**config.mk**
```make
export PLATFORM = sky130hd
export DESIGN_NAME = ps2_mouse_init_sequencer
export DESIGN_NICKNAME = d
export VERILOG_FILES = /design/src/rtl/ps2_mouse_init_sequencer.sv
export SDC_FILE = /design/constraint.sdc
export NUM_CORES = 1
export LEC_CHECK = 0
export CORE_ASPECT_RATIO = 1.2
export CORE_MARGIN = 1.5
export CORE_UTILIZATION = 40
export DETAILED_ROUTE_END_ITERATION = 8
export GPL_TIMING_DRIVEN = 1
export HOLD_SLACK_MARGIN = 0.12
export SYNTH_ARGS = -nofsm -noshare
export SYNTH_HDL_FRONTEND = slang
export SYNTH_SLANG_ARGS = --single-unit
```
**constraint.sdc**
```tcl
create_clock -name sys_clk -period 3.1 [get_ports sys_clk]
set_clock_uncertainty 0.05 [all_clocks]
set_input_delay 0.62 -clock sys_clk [delete_from_list [all_inputs] [get_ports sys_clk]]
set_output_delay 0.62 -clock sys_clk [all_outputs]
set_load 0.02 [all_outputs]
```
**src/rtl/ps2_mouse_init_sequencer.sv**
```systemverilog
// rtl/ps2_mouse_init_sequencer.sv - PS/2 mouse reset/self-test/configure/enable sequencer with retry
// Optional IntelliMouse knock and wheel detection when PS2_MOUSE_INIT_WHEEL_EN is defined.
module ps2_mouse_init_sequencer #(
  parameter int unsigned TIMEOUT_CYCLES     = 2_500_000,
  parameter int unsigned BAT_TIMEOUT_CYCLES = 100_000_000,
  parameter int unsigned MAX_RETRIES        = 3,
  parameter logic [7:0]  SAMPLE_RATE        = 8'd100
) (
  input  logic       sys_clk,
  input  logic       reset,
  input  logic       start,
  output logic [7:0] tx_byte,
  output logic       tx_valid,
  input  logic       tx_ready,
  input  logic       tx_done,
  input  logic       tx_error_no_ack,
  input  logic [7:0] rx_byte,
  input  logic       rx_valid,
  output logic       stream_enable,
  output logic       busy,
  output logic       init_fail,
  output logic [3:0] fail_code,
`ifdef PS2_MOUSE_INIT_WHEEL_EN
  output logic [1:0] attempt,
  output logic       wheel_mode
`else
  output logic [1:0] attempt
`endif
);

  typedef enum logic [2:0] {
    S_IDLE, S_SEND, S_WAIT_TX, S_WAIT_RESP, S_WAIT_BAT, S_WAIT_ID, S_DONE, S_FAIL
  } state_t;

  localparam int CW = $clog2(BAT_TIMEOUT_CYCLES + 1);
  localparam logic [CW-1:0] RSP_LIM = CW'(TIMEOUT_CYCLES - 1);
  localparam logic [CW-1:0] BAT_LIM = CW'(BAT_TIMEOUT_CYCLES - 1);

`ifdef PS2_MOUSE_INIT_WHEEL_EN
  localparam logic [3:0] LAST_STEP = 4'd10;
  localparam logic [3:0] ID_STEP   = 4'd9;
`else
  localparam logic [3:0] LAST_STEP = 4'd3;
`endif

  state_t        state, next_state;
  logic [3:0]    step, next_step;
  logic [CW-1:0] cnt;
  logic          resend_used, hp_seen;
  logic          timeout, rx_ok, retry, resend;
  logic [3:0]    retry_code;
  logic          tx_valid_d, stream_enable_d, busy_d, init_fail_d;
  logic [7:0]    tx_byte_d;
`ifdef PS2_MOUSE_INIT_WHEEL_EN
  logic          wheel_mode_d;
`endif

  function automatic logic [7:0] step_byte(input logic [3:0] s);
    case (s)
      4'd0:    step_byte = 8'hFF;
      4'd1:    step_byte = 8'hF3;
      4'd2:    step_byte = SAMPLE_RATE;
`ifdef PS2_MOUSE_INIT_WHEEL_EN
      4'd3:    step_byte = 8'hF3;
      4'd4:    step_byte = 8'hC8;
      4'd5:    step_byte = 8'hF3;
      4'd6:    step_byte = 8'h64;
      4'd7:    step_byte = 8'hF3;
      4'd8:    step_byte = 8'h50;
      4'd9:    step_byte = 8'hF2;
`endif
      default: step_byte = 8'hF4;
    endcase
  endfunction

  // State register plus the counters and flags that follow it
  always_ff @(posedge sys_clk) begin
    if (reset) begin
      state       <= S_IDLE;
      step        <= '0;
      cnt         <= '0;
      resend_used <= 1'b0;
      hp_seen     <= 1'b0;
      attempt     <= '0;
      fail_code   <= '0;
    end else begin
      state <= next_state;
      step  <= next_step;
      if (start || next_state != state) cnt <= '0;
      else if (cnt != '1)               cnt <= cnt + 1'b1;
      if (start || retry || next_step != step) resend_used <= 1'b0;
      else if (resend)                         resend_used <= 1'b1;
      hp_seen <= (state == S_DONE) && !start && (rx_valid ? (rx_byte == 8'hAA) : hp_seen);
      if (start) begin
        attempt   <= '0;
        fail_code <= '0;
      end else if (retry) begin
        fail_code <= retry_code;
        if (32'(attempt) < MAX_RETRIES) attempt <= attempt + 2'd1;
      end
    end
  end

  always_comb begin
    next_state = state;
    next_step  = step;
    retry      = 1'b0;
    retry_code = 4'd0;
    resend     = 1'b0;
    timeout    = (state == S_WAIT_BAT) ? (cnt >= BAT_LIM) : (cnt >= RSP_LIM);
    case (state)
      S_WAIT_RESP: rx_ok = (rx_byte == 8'hFA);
      S_WAIT_BAT:  rx_ok = (rx_byte == 8'hAA);
`ifdef PS2_MOUSE_INIT_WHEEL_EN
      S_WAIT_ID:   rx_ok = (rx_byte == 8'h00) || (step == ID_STEP && rx_byte == 8'h03);
`else
      S_WAIT_ID:   rx_ok = (rx_byte == 8'h00);
`endif
      default:     rx_ok = 1'b0;
    endcase
    if (start) begin
      next_state = S_SEND;
      next_step  = '0;
    end else begin
      case (state)
        S_SEND: if (tx_valid && tx_ready) next_state = S_WAIT_TX;
        S_WAIT_TX: begin
          if (tx_done) next_state = S_WAIT_RESP;
          else if (tx_error_no_ack) begin retry = 1'b1; retry_code = 4'd1; end
          else if (timeout)         begin retry = 1'b1; retry_code = 4'd5; end
        end
        S_WAIT_RESP, S_WAIT_BAT, S_WAIT_ID: begin
          if (rx_valid) begin
            if (rx_ok) begin
              if (state == S_WAIT_BAT) next_state = S_WAIT_ID;
              else if (state == S_WAIT_ID) begin
                next_state = S_SEND;
                next_step  = step + 4'd1;
              end else if (step == 4'd0) next_state = S_WAIT_BAT;
`ifdef PS2_MOUSE_INIT_WHEEL_EN
              else if (step == ID_STEP) next_state = S_WAIT_ID;
`endif
              else if (step == LAST_STEP) next_state = S_DONE;
              else begin
                next_state = S_SEND;
                next_step  = step + 4'd1;
              end
            end else if (rx_byte == 8'hFE) begin
              if (resend_used) begin retry = 1'b1; retry_code = 4'd2; end
              else begin
                resend     = 1'b1;
                next_state = S_SEND;
              end
            end else if (rx_byte == 8'hFC) begin retry = 1'b1; retry_code = 4'd3; end
            else                             begin retry = 1'b1; retry_code = 4'd4; end
          end else if (timeout) begin
            retry      = 1'b1;
            retry_code = 4'd5;
          end
        end
        // Hot-plugged mouse announces itself with AA 00; skip the reset command
        S_DONE: if (rx_valid && hp_seen && rx_byte == 8'h00) begin
          next_state = S_SEND;
          next_step  = 4'd1;
        end
        default: ;
      endcase
      if (retry) begin
        next_state = (32'(attempt) < MAX_RETRIES) ? S_SEND : S_FAIL;
        next_step  = '0;
      end
    end
  end

  always_comb begin
    tx_valid_d      = (state == S_SEND) && (next_state == S_SEND) && !start;
    tx_byte_d       = (state == S_SEND) ? step_byte(step) : tx_byte;
    stream_enable_d = (next_state == S_DONE);
    busy_d          = !(next_state inside {S_IDLE, S_DONE, S_FAIL});
    init_fail_d     = (next_state == S_FAIL);
`ifdef PS2_MOUSE_INIT_WHEEL_EN
    wheel_mode_d    = wheel_mode;
    if (!start && state == S_WAIT_ID && step == ID_STEP && rx_valid && rx_ok)
      wheel_mode_d = (rx_byte == 8'h03);
`endif
  end

  always_ff @(posedge sys_clk) begin
    if (reset) begin
      tx_valid      <= 1'b0;
      tx_byte       <= 8'h00;
      stream_enable <= 1'b0;
      busy          <= 1'b0;
      init_fail     <= 1'b0;
`ifdef PS2_MOUSE_INIT_WHEEL_EN
      wheel_mode    <= 1'b0;
`endif
    end else begin
      tx_valid      <= tx_valid_d;
      tx_byte       <= tx_byte_d;
      stream_enable <= stream_enable_d;
      busy          <= busy_d;
      init_fail     <= init_fail_d;
`ifdef PS2_MOUSE_INIT_WHEEL_EN
      wheel_mode    <= wheel_mode_d;
`endif
    end
  end

endmodule

```
==> flow_metrics.tcl <==
set metrics [dict create \
    power.total_mw 1.22 \
    avgViaCountPerCell 5.70 \
    path_class "reg2reg" \
    yosys.area_share.simple 0.363 \
    via_count 3083 \
    cts_root_buf "clkbuf_8" \
    synth_xor_area_frac 0.0777 \
    setup_viol 0 \
    cp.arrival_ps 3100 \
    max_freq_mhz 342 \
    yosysTopAreaCell "dfxtp_1" \
    synth_flop_cell "dfxtp_1" \
    synth.cell_area_um2 3280 \
    synth.most_common_cell "dfxtp_1" \
    synthesis.nets 413 \
    finalHoldViolCount 0 \
    hpwlAfterDp_mm 6.53 \
    rr_startpoint "cnt[21]$_SDFFE_PP0P_" \
    ys_top_cells_by_area "dfxtp_1 30%, nor3_2 6.1%, xnor2_1 5.1%, nor2_1 4.0%, nand2_1 3.8%" \
    max_stage_delay_ps 460 \
    synthArstFlopShare 0 \
    syn_avg_cell_area_um2 8.38 \
    avgRoutedWirePerCell_um 15.5 \
    overflow 0 \
    ys_seq_elements 50 \
    fin_area_um2 4080 \
    die-area_um2 8770 \
    worstMarginPinSlew_ps 597 \
    die_x_um 85.7 \
    critPathSlowestCell "or3b_1" \
    drive_gt1_frac 0.213 \
    synth.distinct_cells 65 \
    fin_ws_ps 180 \
    syn2layout_area_growth_pct 24.3 \
    min_path_type "reg2reg" \
    syn_inst 392 \
    hold_slack_ps 421 \
    synth-compound-area-share 0.157 \
    clk-insertion-delay-late_ps 310 \
    port_buffers 31 \
    core_area_um2 8060 \
    rsz0062_at_grt "false" \
    drt_iter0_drc 116 \
    synthTopCellsByCount "50 x dfxtp_1, 35 x nor2_1, 33 x nand2_1, 20 x nor3_1, 20 x nor3_2" \
    initial_core_util 0.407 \
    drt_pass1_iterations 4 \
    drcViolationCount 0 \
    layout.nets 466 \
    reg2reg_to "cnt[8]$_SDFFE_PP0P_" \
    max_slew_margin 0.598 \
    clock_path_buffers 2 \
    drt_wl_total_mm 8.40 \
    cts.htree.levels 2 \
    first_global_vias 3081 \
    track_usage 0.201 \
    cp_cell_sequence "or3b_1, a2111oi_4, nor4b_2, a221oi_4, a211o_4, mux2_4, xor2_4, buf_12, nor3_1" \
    io_pins 33 \
    cts_buffers 5 \
    r2r_cells 9 \
    placementRows 36 \
    grt_first_pass_wirelength_mm 14.2 \
    dieHeight_um 102 \
    run_status "finished, final reports clean" \
    num_antenna_cells 0 \
    globalplace.congestion 0.906 \
    vdd_drop_max_uv 168 \
    cap_violations 0 \
    antenna_left 0 \
    min_from "tx_byte[3]$_SDFFE_PP0P_" \
    post-place-ws_ps -172 \
    p_leak_nw 1.43 \
    holdPathStages 2 \
    placed_area_um2 3890 \
    cp-start-kind "flip-flop" \
    crit_required_ps 3280 \
    power_density_nw_per_um2 300 \
    crit_fanout 15 \
    synth_top_family_by_area "simple AND/OR/NAND/NOR gates" \
    critPathCaptureType "flip-flop" \
    synthAdderAreaFrac 0.0229 \
    period_share 0.942 \
    synthMuxAreaShare 0.0168 \
    ys_warn_count 0 \
    slew_viol_final 0 \
    ys_seq_area_frac 0.305 \
    antenna_found_initial 0 \
    grt_max_degree 20 \
    whs_endpoint "tx_byte[3]$_SDFFE_PP0P_" \
    cts.sinks 50 \
    clkTransAtPathRegs_ps 100 \
    cts_tree "built" \
    synth-edff-count 0 \
    synth_top_area_frac 0.305 \
    min_period_ps 2920 \
    tns_ps 0 \
    rrSetupSlack_ps 180 \
]
## worst max path at each step
stage	endpoint	cells after the start	slack [ps]	startpoint
after detailed placement	cnt[3]$_SDFFE_PP0P_	10	-170	rx_byte[4]
after CTS	cnt[8]$_SDFFE_PP0P_	10	40	cnt[0]$_SDFFE_PP0P_
after floorplan	cnt[25]$_SDFFE_PP0P_	10	240	rx_byte[3]
after global placement	cnt[4]$_SDFFE_PP0P_	10	-130	rx_byte[4]
after global routing	cnt[3]$_SDFFE_PP0P_	9	4	cnt[21]$_SDFFE_PP0P_
final	cnt[8]$_SDFFE_PP0P_	9	180	cnt[21]$_SDFFE_PP0P_
## layout by cell type, fill, tap and decap left out, types with 3 or more instances in the layout
cell             count
nor4_1               7
nor2b_1             13
inv_1               11
and3_1              13
nand4_1             11
nor2_1              34
clkdlybuf4s50_1     31
buf_12               4
buf_4               33
xor2_1               7
nor3_1              20
and3b_1              3
dfxtp_1             48
nand2_1             33
or2_2                4
xnor2_1             19
nand3_1             17
o211ai_1             4
ha_1                 6
clkbuf_8             7
a31o_2               3
a21oi_1             10
nor3_2              20
nand2b_1             3
nor3b_1              3
o21ai_0             14
a32oi_1              3
a31oi_1              7
mux2i_1              4
## through the flow
step / util / cells
after floorplan: - / 392
after global placement: 0.482 / 532
after detailed placement: 0.482 / 532
after CTS: 0.496 / 540
after global routing: 0.506 / 541
final: 0.506 / 541
## worst max-delay path: cells and delay by family, from the launching register on
| kind | cells | cell delay [ps] |
|---|---|---|
| AO/OA/AOI/OAI | 3 | 890 |
| XOR/XNOR | 1 | 180 |
| buffers and inverters | 1 | 160 |
| flip-flops | 1 | 430 |
| multiplexers | 1 | 340 |
| AND/OR/NAND/NOR | 3 | 790 |
## logic make-up after synthesis
group                    Yosys count
multiplexers                       5
flip-flops                        50
adder cells (fa/ha/maj)            6
XOR/XNOR                          27
AND/OR/NAND/NOR                  201
other                              1
AO/OA/AOI/OAI                     69
buffers and inverters             33
## where the power goes
part	switching (mW)	internal [mW]
Clock	0.228	0.205
Combinational	0.0704	0.0614
Sequential	0.00664	0.651
Total	0.305	0.918
## routing by layer
layer,vias up,part of all wire,track usage
met1,1474,0.42,0.225
met3,16,0.028,0.0283
li1,1532,-,-
met2,61,0.53,0.377
met4,0,0.024,0.0868
met5,-,0,0
## area by class of cell
type | instances | area, um^2
fillers | 803 | 3980
multi-input cells | 309 | 2170
flip-flops and latches | 50 | 1000
repair buffers | 68 | 638
well taps | 95 | 119
clock buffers | 7 | 96.3
inverters | 11 | 41.3
clock inverters | 1 | 8.76
## registers in the layout, indices dropped and copies added (netlist names)
register / cells
cnt: 27
tx_byte: 5
step: 4
fail_code: 3
state: 3
attempt: 2
busy: 1
hp_seen: 1
init_fail: 1
resend_used: 1
stream_enable: 1
tx_valid: 1
## repair_timing
action	in CTS	in global routing
setup buffers	0	1
hold buffers	0	0
setup endpoints to repair	0	26
gates resized for setup	0	13
No activity file was read; power rests on OpenSTA's default activity.
